<file path="config.mk">
export PLATFORM = sky130hd
export DESIGN_NAME = alu_exec
export DESIGN_NICKNAME = d
export VERILOG_FILES = /design/src/rtl/alu_exec.sv
export SDC_FILE = /design/constraint.sdc
export NUM_CORES = 1
export LEC_CHECK = 0
export BUFFER_PORTS_ARGS = -buffer_cell sky130_fd_sc_hd__buf_2
export CORE_UTILIZATION = 35
export DETAILED_ROUTE_END_ITERATION = 8
export REMOVE_ABC_BUFFERS = 1
export SLEW_MARGIN = 20
export SYNTH_ARGS = -nofsm -noshare
export SYNTH_HDL_FRONTEND = slang
export SYNTH_SLANG_ARGS = --single-unit
</file>
<file path="constraint.sdc">
create_clock -name clk -period 7.7 [get_ports clk]
set_clock_uncertainty 0.2 [all_clocks]
set_input_delay 0.385 -clock clk [delete_from_list [all_inputs] [get_ports clk]]
set_output_delay 0.385 -clock clk [all_outputs]
set_load 0.05 [all_outputs]
</file>
<file path="src/rtl/alu_exec.sv">
// Y86-64 execute-stage ALU: computes valE, owns the {ZF,SF,OF} condition codes,
// evaluates Cnd for jXX/cmovXX, and holds its result in a one-entry valid/ready buffer.
module alu_exec #(
    parameter int         W        = 64,
    parameter logic [2:0] CC_RESET = 3'b100
) (
    input  logic         clk,
    input  logic         rst,
    input  logic         in_valid,
    output logic         in_ready,
    input  logic [3:0]   icode,
    input  logic [3:0]   ifun,
    input  logic [W-1:0] aluA,
    input  logic [W-1:0] aluB,
    input  logic         cc_hold,
    output logic         out_valid,
    input  logic         out_ready,
    output logic [W-1:0] valE,
    output logic         Cnd,
    output logic [3:0]   out_icode,
    output logic         out_err,
    output logic [2:0]   cc_out
);

    localparam logic [3:0] IC_CMOV = 4'd2;
    localparam logic [3:0] IC_OPQ  = 4'd6;
    localparam logic [3:0] IC_JXX  = 4'd7;

    logic         r_valid;
    logic [W-1:0] r_val;
    logic         r_cnd;
    logic [3:0]   r_icode;
    logic         r_err;
    logic [2:0]   r_cc;

    logic [W-1:0] w_sum;
    logic [W-1:0] w_diff;
    logic [W-1:0] w_res;
    logic         w_of;
    logic         w_err;
    logic         w_cnd;
    logic         w_cc_we;
    logic [2:0]   w_cc_next;
    logic         w_accept;
    logic         w_consume;
    logic         w_zf;
    logic         w_lt;

    assign w_sum     = aluB + aluA;
    assign w_diff    = aluB - aluA;
    assign in_ready  = (!r_valid || out_ready) && !rst;
    assign w_accept  = in_valid && in_ready;
    assign w_consume = r_valid && out_ready;

    // Cnd reads the flags as they stand before this cycle's OPq lands
    assign w_zf = r_cc[2];
    assign w_lt = r_cc[1] ^ r_cc[0];

    always_comb begin
        w_res   = '0;
        w_of    = 1'b0;
        w_err   = 1'b0;
        w_cnd   = 1'b0;
        w_cc_we = 1'b0;
        if (icode == IC_OPQ) begin
            case (ifun)
                4'd0: begin
                    w_res = w_sum;
                    w_of  = (aluA[W-1] == aluB[W-1]) && (w_sum[W-1] != aluA[W-1]);
                end
                4'd1: begin
                    w_res = w_diff;
                    w_of  = (aluA[W-1] != aluB[W-1]) && (w_diff[W-1] != aluB[W-1]);
                end
                4'd2:    w_res = aluB & aluA;
                4'd3:    w_res = aluB ^ aluA;
                default: w_err = 1'b1;
            endcase
            w_cc_we = !w_err && !cc_hold;
        end else begin
            w_res = w_sum;
            if (icode == IC_CMOV || icode == IC_JXX) begin
                case (ifun)
                    4'd0:    w_cnd = 1'b1;
                    4'd1:    w_cnd = w_lt || w_zf;
                    4'd2:    w_cnd = w_lt;
                    4'd3:    w_cnd = w_zf;
                    4'd4:    w_cnd = !w_zf;
                    4'd5:    w_cnd = !w_lt;
                    4'd6:    w_cnd = !w_lt && !w_zf;
                    default: w_err = 1'b1;
                endcase
            end
        end
    end

    assign w_cc_next = {(w_res == '0), w_res[W-1], w_of};

    always_ff @(posedge clk) begin
        if (rst) begin
            r_valid <= 1'b0;
            r_val   <= '0;
            r_cnd   <= 1'b0;
            r_icode <= '0;
            r_err   <= 1'b0;
            r_cc    <= CC_RESET;
        end else if (w_accept) begin
            r_valid <= 1'b1;
            r_val   <= w_res;
            r_cnd   <= w_cnd;
            r_icode <= icode;
            r_err   <= w_err;
            if (w_cc_we) r_cc <= w_cc_next;
        end else if (w_consume) begin
            r_valid <= 1'b0;
        end
    end

    assign out_valid = r_valid;
    assign valE      = r_val;
    assign Cnd       = r_cnd;
    assign out_icode = r_icode;
    assign out_err   = r_err;
    assign cc_out    = r_cc;

endmodule

</file>
After elaboration in Yosys (flattened, before gate mapping). Cells that the tools add are included.

Bits in read-only memories: 0. Memory bits (writable): 0. Latch bits: 0. Bits of input ports: 141. Flip-flop bits (word level): 74. Memories kept: 0.

Add/subtract/negate cells: 2. Reduce and logical (&&, ||, !) cells: 22. Div/mod/pow operators: 0. Shift-type cells: 0. Bitwise operators: 3. Multipliers: 0. Eq/ne operators: 13. Magnitude comparators: 0. Multiplexer cells: 15.

Operators by type and width (count): $pmux W64 S4 (1); $add A64 B64 Y64 (1); $and A64 B64 Y64 (1); $logic_not A64 Y1 (1); $mux W64 (1); $sub A64 B64 Y64 (1); $xor A64 B64 Y64 (1); $eq A4 B3 Y1 const B (5); $eq A4 B2 Y1 const B (3); $mux W1 (11); $logic_and A1 B1 Y1 (7); $pmux W1 S7 (1); $reduce_or A7 Y1 (1); $logic_not A1 Y1 (6); $eq A4 B1 Y1 const B (1); $logic_not A4 Y1 (1); $reduce_or A4 Y1 (1); $logic_or A1 B1 Y1 (3); $ne A1 B1 Y1 (3); $pmux W1 S2 (1); $reduce_and A2 Y1 (1); $reduce_bool A2 Y1 (1); $eq A1 B1 Y1 (1); $xor A1 B1 Y1 (1).

Longest topological paths before layout. Gate-level depths: netlist of run 1.

Depth after elaboration: 8. Mapped depth: 17. Gate-level depth less buffers: 16.

Least setup slack after synthesis of run 1. Ideal clock, no wire load.

Path type: input to register. Start: in aluA[4]. End: reg r_cc[2], in the netlist cc_out[2]. Path buffers: 1. Slack: 3843 ps. Data arrival time: 3598 ps. Cell stages on the path: 16. Required time: 7441 ps. Setup time: 59 ps. Cell sequence: inv_1 -> ha_1 -> buf_2 -> a21o_1 -> a31oi_2 -> a21oi_2 -> a221oi_1 -> o21a_1 -> nor2_1 -> a211oi_1 -> mux2i_1 -> o211ai_1 -> or3b_2 -> nor4_1 -> nand4_1 -> nand2_1.

Longest elaborated chain between the ends: 4. Elaborated cells between the ends (all ways): 7.

Ends and longest elaborated chain: from (decl) (line 13) `input logic [W-1:0] aluA,`; $sub A64 B64 Y64, or another cell as far along (line 50) `assign w_diff = aluB - aluA;`; $pmux W64 S4 (line 66) `case (ifun)`; $mux W64 * (line 65) `if (icode == IC_OPQ) begin`; $logic_not A64 Y1 * (line 97) `assign w_cc_next = {(w_res == '0), w_res[W-1], w_of};`; to (signal assigned) (line 113) `if (w_cc_we) r_cc <= w_cc_next;`; to (decl) (line 34) `logic [2:0] r_cc;`.

Every way passes the cells marked *; elsewhere a longest branch is shown, timed or not. A chain may end at the register's enable or synchronous reset.

Worst setup path in the final report of run 1. Ends and elaborated chain as after synthesis.

==> Implementation_results.wiki, run 1 <==
{| class="wikitable"
! Metric !! Value
|-
| Post-synthesis xor/xnor area fraction || 0.0332
|-
| Setup TNS || 0 ps
|-
| Sequential element share of the synthesized area || 0.110
|-
| Top Ports || 216
|-
| Routing usage on met1 || 0.430
|-
| Clock period minus final worst setup slack || 5280 ps
|-
| Effective utilization at floorplan || 0.356
|-
| Unrepaired setup endpoints after global routing || no
|-
| Post-synthesis share of cell area spent on full adders, half adders and majority gates || 0.123
|-
| Synth Flop Type || dfxtp_1
|-
| CP Launch Type || input port
|-
| Via count of the first global-routing pass || around 16000
|-
| Mux share of post-synthesis cell area || 0.00996
|-
| Mean instance size in the synthesized netlist || 6.66 µm²
|-
| Yosys warning count || 0
|-
| Area contributors post-synth || ha_1 12%, dfxtp_1 11%, a21oi_1 8.1%, o21ai_0 5.8%, nand2_1 5.3%
|-
| Overall die width || 198 µm
|-
| Max-slew violation total from the final report || 0
|-
| Initial DRC Count || 1975
|-
| Area added between synthesis and finish || 12.9%
|-
| Met3 layer usage reported by global route || 0.0605
|-
| Number of setup violations in the final report || 0
|-
| CTS H-tree depth || 3
|-
| Wire length of the first global-routing pass || about 100 mm
|-
| Number of max-capacitance violations reported || 0
|-
| Final wirelength || a little under 70 mm
|-
| Clock tree from TritonCTS || yes
|-
| Cell-by-cell listing of the critical path || buf_2 > inv_1 > ha_1 > nor2_2 > o211ai_1 > a2111oi_0 > o211ai_1 > nand2_1 > a31oi_1 > a221oi_1 > a21oi_1 > nor4_1 > nand4_1 > nor4_2 > nand4_1 > nand2_1
|-
| Static leakage || 6.31 nW
|-
| Final period utilization || 0.686
|-
| Worst slew margin relative to its limit || 0.183
|-
| Detailed Place HPWL || 54.3 mm
|-
| Number of enable flip-flop cells after synthesis || 0
|-
| Area of the die || 39200 µm²
|-
| Main combinational cell family by area after synthesis || compound AO/OA/AOI/OAI gates
|-
| Layer carrying the most global-route usage || met2
|-
| # DRC || 0
|-
| GR met2 Demand/Resource || 0.576
|-
| Proportion of layout cells with a drive suffix above 1 || 0.139
|-
| Core Footprint || 37800 µm²
|-
| Min-Delay Path Class || input port to flop
|-
| Worst supply voltage drop on vdd || 106 µV
|-
| Result of the run || finished clean
|-
| Synthesized instance count || 2018
|-
| Post-CTS Resized || 0
|-
| Buffers plus inverters on the worst setup path || 2
|-
| Max Freq || 189 MHz
|-
| Stage delay of the slowest cell on the critical path || 1000 ps
|-
| Sinks on the clock net || 74
|-
| Simple-Gate Fraction of Synth Area || 0.281
|-
| Clock transition at the registers of the reported paths || approximately 70 ps
|-
| Number of storage elements in the synthesis netlist || 74
|-
| Capture instance of the worst register-to-register path || cc_out[2]
|-
| Maximum buffer depth of the clock tree || 2
|-
| Vias per std cell || 6.44
|-
| Area fraction in compound gates after synthesis || 0.365
|-
| Die Span Y || 198 µm
|-
| Buffers added on ports || between 200 and 250
|-
| Clock Latency Late Sink || ~380 ps
|-
| Mean routed wirelength per cell || 26.0 µm
|-
| Worst-path maximum fanout || 8
|-
| Async S/R FF share, synth || 0
|-
| Element type at the critical path end || flop
|-
| Num rows || 71
|-
| Hold Crit Start || icode[3]
|-
| Final weighted congestion of routability-driven global placement || 1.02
|-
| Largest area contributor in the synthesized netlist || ha_1
|-
| Most frequently used cell type in the post-synthesis netlist || a21oi_1
|-
| Number of different library cells in the post-synthesis netlist || 98
|-
| Final std cell area, no fill || 15200 µm²
|-
| Crit path kind || input port to flop
|-
| Post-synth design cell area || approximately 13000 µm²
|-
| GRT Util Overall || 0.348
|-
| Pin slew with the least headroom to its limit || 1220 ps
|-
| Number of buffers added for setup after CTS || 0
|-
| Top Family by Delay on Critical Path || compound AO/OA/AOI/OAI gates
|-
| Areal power density over the cells || 151 nW/µm²
|-
| Share of the synthesized area in the top cell type || 0.119
|-
| Number of endpoints with negative hold slack in the final report || 0
|-
| Total global routing overflow || 0
|-
| Reg-to-reg critical path startpoint || out_valid
|-
| Worst reg-to-reg setup slack || 4640 ps
|-
| 1st-pass router iterations || 5
|-
| Hold depth || 3
|-
| Antenna violations before repair || 2
|-
| Number of buffers inserted during clock tree synthesis || 9
|-
| DRT antenna net count || 0
|-
| Antenna diode count || 0
|-
| Clock tree root buffer cell || clkbuf_16
|-
| Required time of the critical path || approximately 7800 ps
|-
| Post-Place Cell Area || about 15000 µm²
|-
| Worst hold endpoint || out_icode[3]
|-
| Maximum number of pins on one net before global-route repair || 100
|-
| Hold buffer count at CTS || 0
|-
| Nets@finish || roughly 2400
|-
| Data arrival time of the worst path || 5410 ps
|-
| Total vias in the final route || 17100
|-
| Cell at the slowest stage of the critical path || a2111oi_0
|-
| Worst Reg2Reg Path Length in Cells || 8
|-
| Most frequent cells after synthesis || 217 x a21oi_1, 189 x nand2_1, 187 x nor2_1, 157 x o21ai_0, 139 x inv_1
|}
-- layout make-up --
type	instances	area [µm²]
clock buffers	9	225
inverters	142	533
fillers	4125	22600
repair buffers	236	1250
clock inverters	7	108
well taps	511	639
flip-flops and latches	74	1480
multi-input cells	1678	10900
-- flip-flops by register name, indices dropped and copies added, names as in the netlist --
signal	count
Cnd	1
cc_out	3
out_icode	4
valE	64
out_valid	1
out_err	1
-- worst max path at each step --
| stage | from | endpoint | cells after the start |
|---|---|---|---|
| final | aluA[4] | cc_out[2] | 16 |
| after CTS | aluA[12] | cc_out[2] | 16 |
| after floorplan | out_valid | cc_out[2] | 8 |
| after detailed placement | aluA[12] | cc_out[2] | 16 |
| after global routing | aluA[4] | cc_out[2] | 16 |
| after global placement | aluA[12] | cc_out[2] | 16 |
-- through the flow --
step | hold slack (ps) | setup WS, ps | power [mW] | instances | utilization
5_1_grt | 42.3 | 2420 | 2.39 | 2657 | 0.402
2_1_floorplan | 257 | 3350 | 1.31 | 1894 | -
6_report | 38.5 | 2420 | 2.29 | 2657 | 0.402
4_1_cts | 34.0 | 2750 | 2.26 | 2657 | 0.402
3_3_place_gp | 262 | 2270 | 1.75 | 2641 | 0.393
3_5_place_dp | 264 | 2370 | 1.74 | 2641 | 0.393
-- cell families (layout without fill, tap and decap cells) --
family                     Yosys count  in the layout
AOI/OAI and AO/OA                  738            738
xor gates and xnor gates            51             51
adders and majority gates          131            131
buffers and inverters              266            394
DFF                                 74             74
muxes                               13             13
and+or+nand+nor                    745            745
-- power breakdown --
| group | internal, mW | total, mW | switching, mW |
|---|---|---|---|
| logic | 0.392 | 1.33 | 0.933 |
| registers | 0.426 | 0.449 | 0.0231 |
| clock network | 0.291 | 0.510 | 0.220 |
-- worst reg2reg max path, stage by stage, from the launching register on --
cell and delay [ps]:
dfxtp_1 310, nor2b_1 140, nor2_1 250, nand2_4 620, nor3_1 830, nand3_1 130
and4b_1 330, nand4_1 100, nand2_1 90
-- cells in the final DEF, fill, tap and decap left out, types with 10 or more instances in the layout --
cell	count
nor4_1	39
o21a_1	12
nand4_1	50
buf_4	20
a221oi_1	18
a221o_1	13
dfxtp_1	74
buf_2	215
a211o_1	10
o21bai_1	15
or3_1	13
and2_1	12
nor2b_1	24
nor3_1	53
ha_1	128
nand2b_1	20
nand2_1	188
a22oi_1	15
o31a_1	11
o31ai_1	56
nand3_1	42
a311oi_1	10
inv_1	139
xnor2_1	49
a31oi_1	15
a21o_1	23
o2111ai_1	15
o211ai_1	17
mux2i_1	10
a211oi_1	27
nand3b_1	68
o21ai_0	157
nor2_1	186
o221ai_1	13
a21oi_1	217
o22ai_1	10
-- routing by layer --
metal	part of all wire	vias up
met5	0.00019	-
met2	0.46	951
met1	0.41	8209
met4	0.053	2
li1	-	7758
met3	0.080	189
Note: power is estimated with default switching activity, not from simulation.
==> inputs of run 2 (changes only) <==
clock period = 5.3 ns   (was 7.7 ns; I/O delays follow)
==> run 2 against run 1 <==
Effect of this change: die area stayed put; combinational power is 50% higher; non-clock buffer count is 76 higher; final cell count is 2.9% higher; via count is 2.3% higher; critical path type unchanged; largest cell class unchanged.
==> Implementation_results.wiki, run 2 (same netlist as run 1, synthesis figures left out) <==
{| class="wikitable"
! Metric !! Value
|-
| Number of max-capacitance violations reported || 0 (unchanged)
|-
| Unrepaired setup endpoints after global routing || no (unchanged)
|-
| Total global routing overflow || 0 (unchanged)
|-
| 1st-pass router iterations || 6 (was 5)
|-
| CTS H-tree depth || 3 (unchanged)
|-
| GRT Util Overall || 0.348 (about the same)
|-
| Final std cell area, no fill || 15700 µm² (was 15200 µm²)
|-
| Stage delay of the slowest cell on the critical path || 650 ps (was 1000 ps)
|-
| Final weighted congestion of routability-driven global placement || 1.06 (was 1.02)
|-
| Max Freq || 215 MHz
|-
| Final period utilization || 0.878
|-
| Cell-by-cell listing of the critical path || buf_2 > inv_1 > ha_1 > nor2b_1 > o2111ai_1 > a21oi_2 > a221oi_1 > nor2_1 > o311a_1 > a211oi_1 > nand4_1 > nor4_1 > nand4_1 > nor4_2 > nand4_1 > nand2_1 (was buf_2 > inv_1 > ha_1 > nor2_2 > o211ai_1 > a2111oi_0 > o211ai_1 > nand2_1 > a31oi_1 > a221oi_1 > a21oi_1 > nor4_1 > nand4_1 > nor4_2 > nand4_1 > nand2_1)
|-
| Maximum buffer depth of the clock tree || 2 (unchanged)
|-
| Number of endpoints with negative hold slack in the final report || 0 (unchanged)
|-
| Proportion of layout cells with a drive suffix above 1 || 0.166 (was 0.139)
|-
| Non-filler cells, final || 2733 (was 2657)
|-
| Area of the die || 39200 µm² (unchanged)
|-
| Nets@finish || 2488 (was 2412)
|-
| Setup TNS || 0 ps (unchanged)
|-
| Result of the run || finished clean (unchanged)
|-
| Core utilization of the finished layout || 0.416 (was 0.402)
|-
| Hold depth || 4 (was 3)
|-
| Effective utilization at floorplan || 0.356 (unchanged)
|-
| Die Span Y || 198 µm (unchanged)
|-
| Total power || 3.28 mW (was 2.29 mW)
|-
| Required time of the critical path || 5430 ps (was 7830 ps)
|-
| Vias per std cell || 6.41 (was 6.44)
|-
| Areal power density over the cells || 209 nW/µm² (was 151 nW/µm²)
|-
| Min-Delay Path Class || input port to flop (unchanged)
|-
| Max-slew violation total from the final report || 0 (unchanged)
|-
| Buffers added on ports || 215 (unchanged)
|-
| Top Family by Delay on Critical Path || compound AO/OA/AOI/OAI gates (unchanged)
|-
| Number of instances in the placed design || 2711 (was 2641)
|-
| CP Launch Type || input port (unchanged)
|-
| Detailed Place HPWL || 54.8 mm (was 54.3 mm)
|-
| Top Ports || 216 (unchanged)
|-
| Number of logic stages on the critical path including buffering || 16 (unchanged)
|-
| Worst Reg2Reg Path Length in Cells || 8 (unchanged)
|-
| Final wirelength || 69.2 mm (about the same)
|-
| # DRC || 0 (unchanged)
|-
| Flip-flop count of the largest register after layout || 64 (unchanged)
|-
| Crit path kind || input port to flop (unchanged)
|-
| Commonest cells after routing, fill and taps aside || 217 x a21oi_1, 215 x buf_2, 188 x nand2_1, 185 x nor2_1, 157 x o21ai_0 (was 217 x a21oi_1, 215 x buf_2, 188 x nand2_1, 186 x nor2_1, 157 x o21ai_0)
|-
| Area added between synthesis and finish || 16.8% (was 12.9%)
|-
| Number of setup violations in the final report || 0 (unchanged)
|-
| Overall die width || 198 µm (unchanged)
|-
| Maximum number of pins on one net before global-route repair || 100 (unchanged)
|-
| Clock tree root buffer cell || clkbuf_16 (unchanged)
|-
| Number of buffers inserted during clock tree synthesis || 9 (unchanged)
|-
| Core Footprint || 37800 µm² (unchanged)
|-
| Mean routed wirelength per cell || 25.3 µm (was 26.0 µm)
|-
| Most frequent cell on the critical path || nand4_1
|-
| Clock period minus final worst setup slack || 4650 ps
|-
| Cell at the slowest stage of the critical path || a221oi_1 (was a2111oi_0)
|-
| Clock transition at the registers of the reported paths || 70 ps (about the same)
|-
| Commonest non-fill, non-tap cell in the layout || a21oi_1 (unchanged)
|-
| Antenna violations before repair || 1 (was 2)
|-
| Sinks on the clock net || 74 (unchanged)
|-
| Worst supply voltage drop on vdd || 171 µV (was 106 µV)
|-
| Element type at the critical path end || flop (unchanged)
|-
| Total vias in the final route || 17500 (was 17100)
|-
| Buffers plus inverters on the worst setup path || 2 (unchanged)
|-
| Worst-path maximum fanout || 5 (was 8)
|-
| Antenna diode count || 0 (unchanged)
|-
| Initial DRC Count || 2177 (was 1975)
|-
| Pin slew with the least headroom to its limit || 1170 ps (was 1220 ps)
|-
| DRT antenna net count || 0 (unchanged)
|-
| Clock Latency Late Sink || 380 ps (about the same)
|-
| Via count of the first global-routing pass || 16700 (was 16400)
|-
| Wire length of the first global-routing pass || 103 mm (about the same)
|-
| Post-Place Cell Area || 15400 µm² (was 14800 µm²)
|-
| Data arrival time of the worst path || 4780 ps (was 5410 ps)
|-
| Static leakage || 6.65 nW (was 6.31 nW)
|-
| Clock tree from TritonCTS || yes (unchanged)
|-
| Num rows || 71 (unchanged)
|-
| Number of buffers added for setup after CTS || 0 (unchanged)
|-
| Worst slew margin relative to its limit || 0.217 (was 0.183)
|}
## run 2: cell count changes in the layout (fill, tap and decap cells not counted), sizes merged
cell         change
buf             +70
bufinv           -2
clkbuf           +1
clkinv           +4
dlygate4sd3      +6
inv              -3
## run 2: layout make-up
cell class | instances | area [µm²]
Inverter | 142 | 533
Clock buffer | 10 | 229
Timing Repair Buffer | 312 | 1820
Multi-Input combinational cell | 1678 | 10900
Sequential cell | 74 | 1480
Fill cell | 4080 | 22100
Tap cell | 511 | 639
Clock inverter | 6 | 51.3
## run 2: routing by layer
metal / track usage / vias to the layer above / wire length [µm]
met5: 0 / - / 13
met4: 0.176 / 2 / 3780
met3: 0.0571 / 222 / 5850
met2: 0.572 / 1027 / 31400
met1: 0.438 / 8337 / 28100
li1: - / 7923 / -
## run 2: final timing paths
kind              from        end  slack, ps
max            aluA[1]  cc_out[2]        650
max reg2reg  out_valid  cc_out[2]       2350
min reg2reg   valE[46]   valE[46]        270
min            cc_hold  cc_out[0]         90
## run 2: power by group
part | switching, mW | internal, mW
logic | 1.36 | 0.632
registers | 0.0349 | 0.619
clock network | 0.310 | 0.323
total | 1.71 | 1.57
## run 2: worst reg2reg max path, stage by stage, from the launching register on
cell and delay [ps]:
dfxtp_1 310, nor2b_1 130, nor2_1 240, nand2_4 600, nor3_1 780, nand3_1 120
and4b_1 310, nand4_1 100, nand2_1 90
## run 2: per-stage QoR
step | hold WS, ps | worst slack [ps]
after global placement | 261 | 353
final | 86.5 | 648
after detailed placement | 261 | 241
after floorplan | 137 | 954
after global routing | 93.4 | 316
after CTS | 68.4 | 614
## run 2: timing repair
| item | in CTS | in global routing |
|---|---|---|
| endpoints found under the hold margin | 5 | 0 |
| hold buffers | 6 | 0 |
| resized for setup | 0 | 0 |
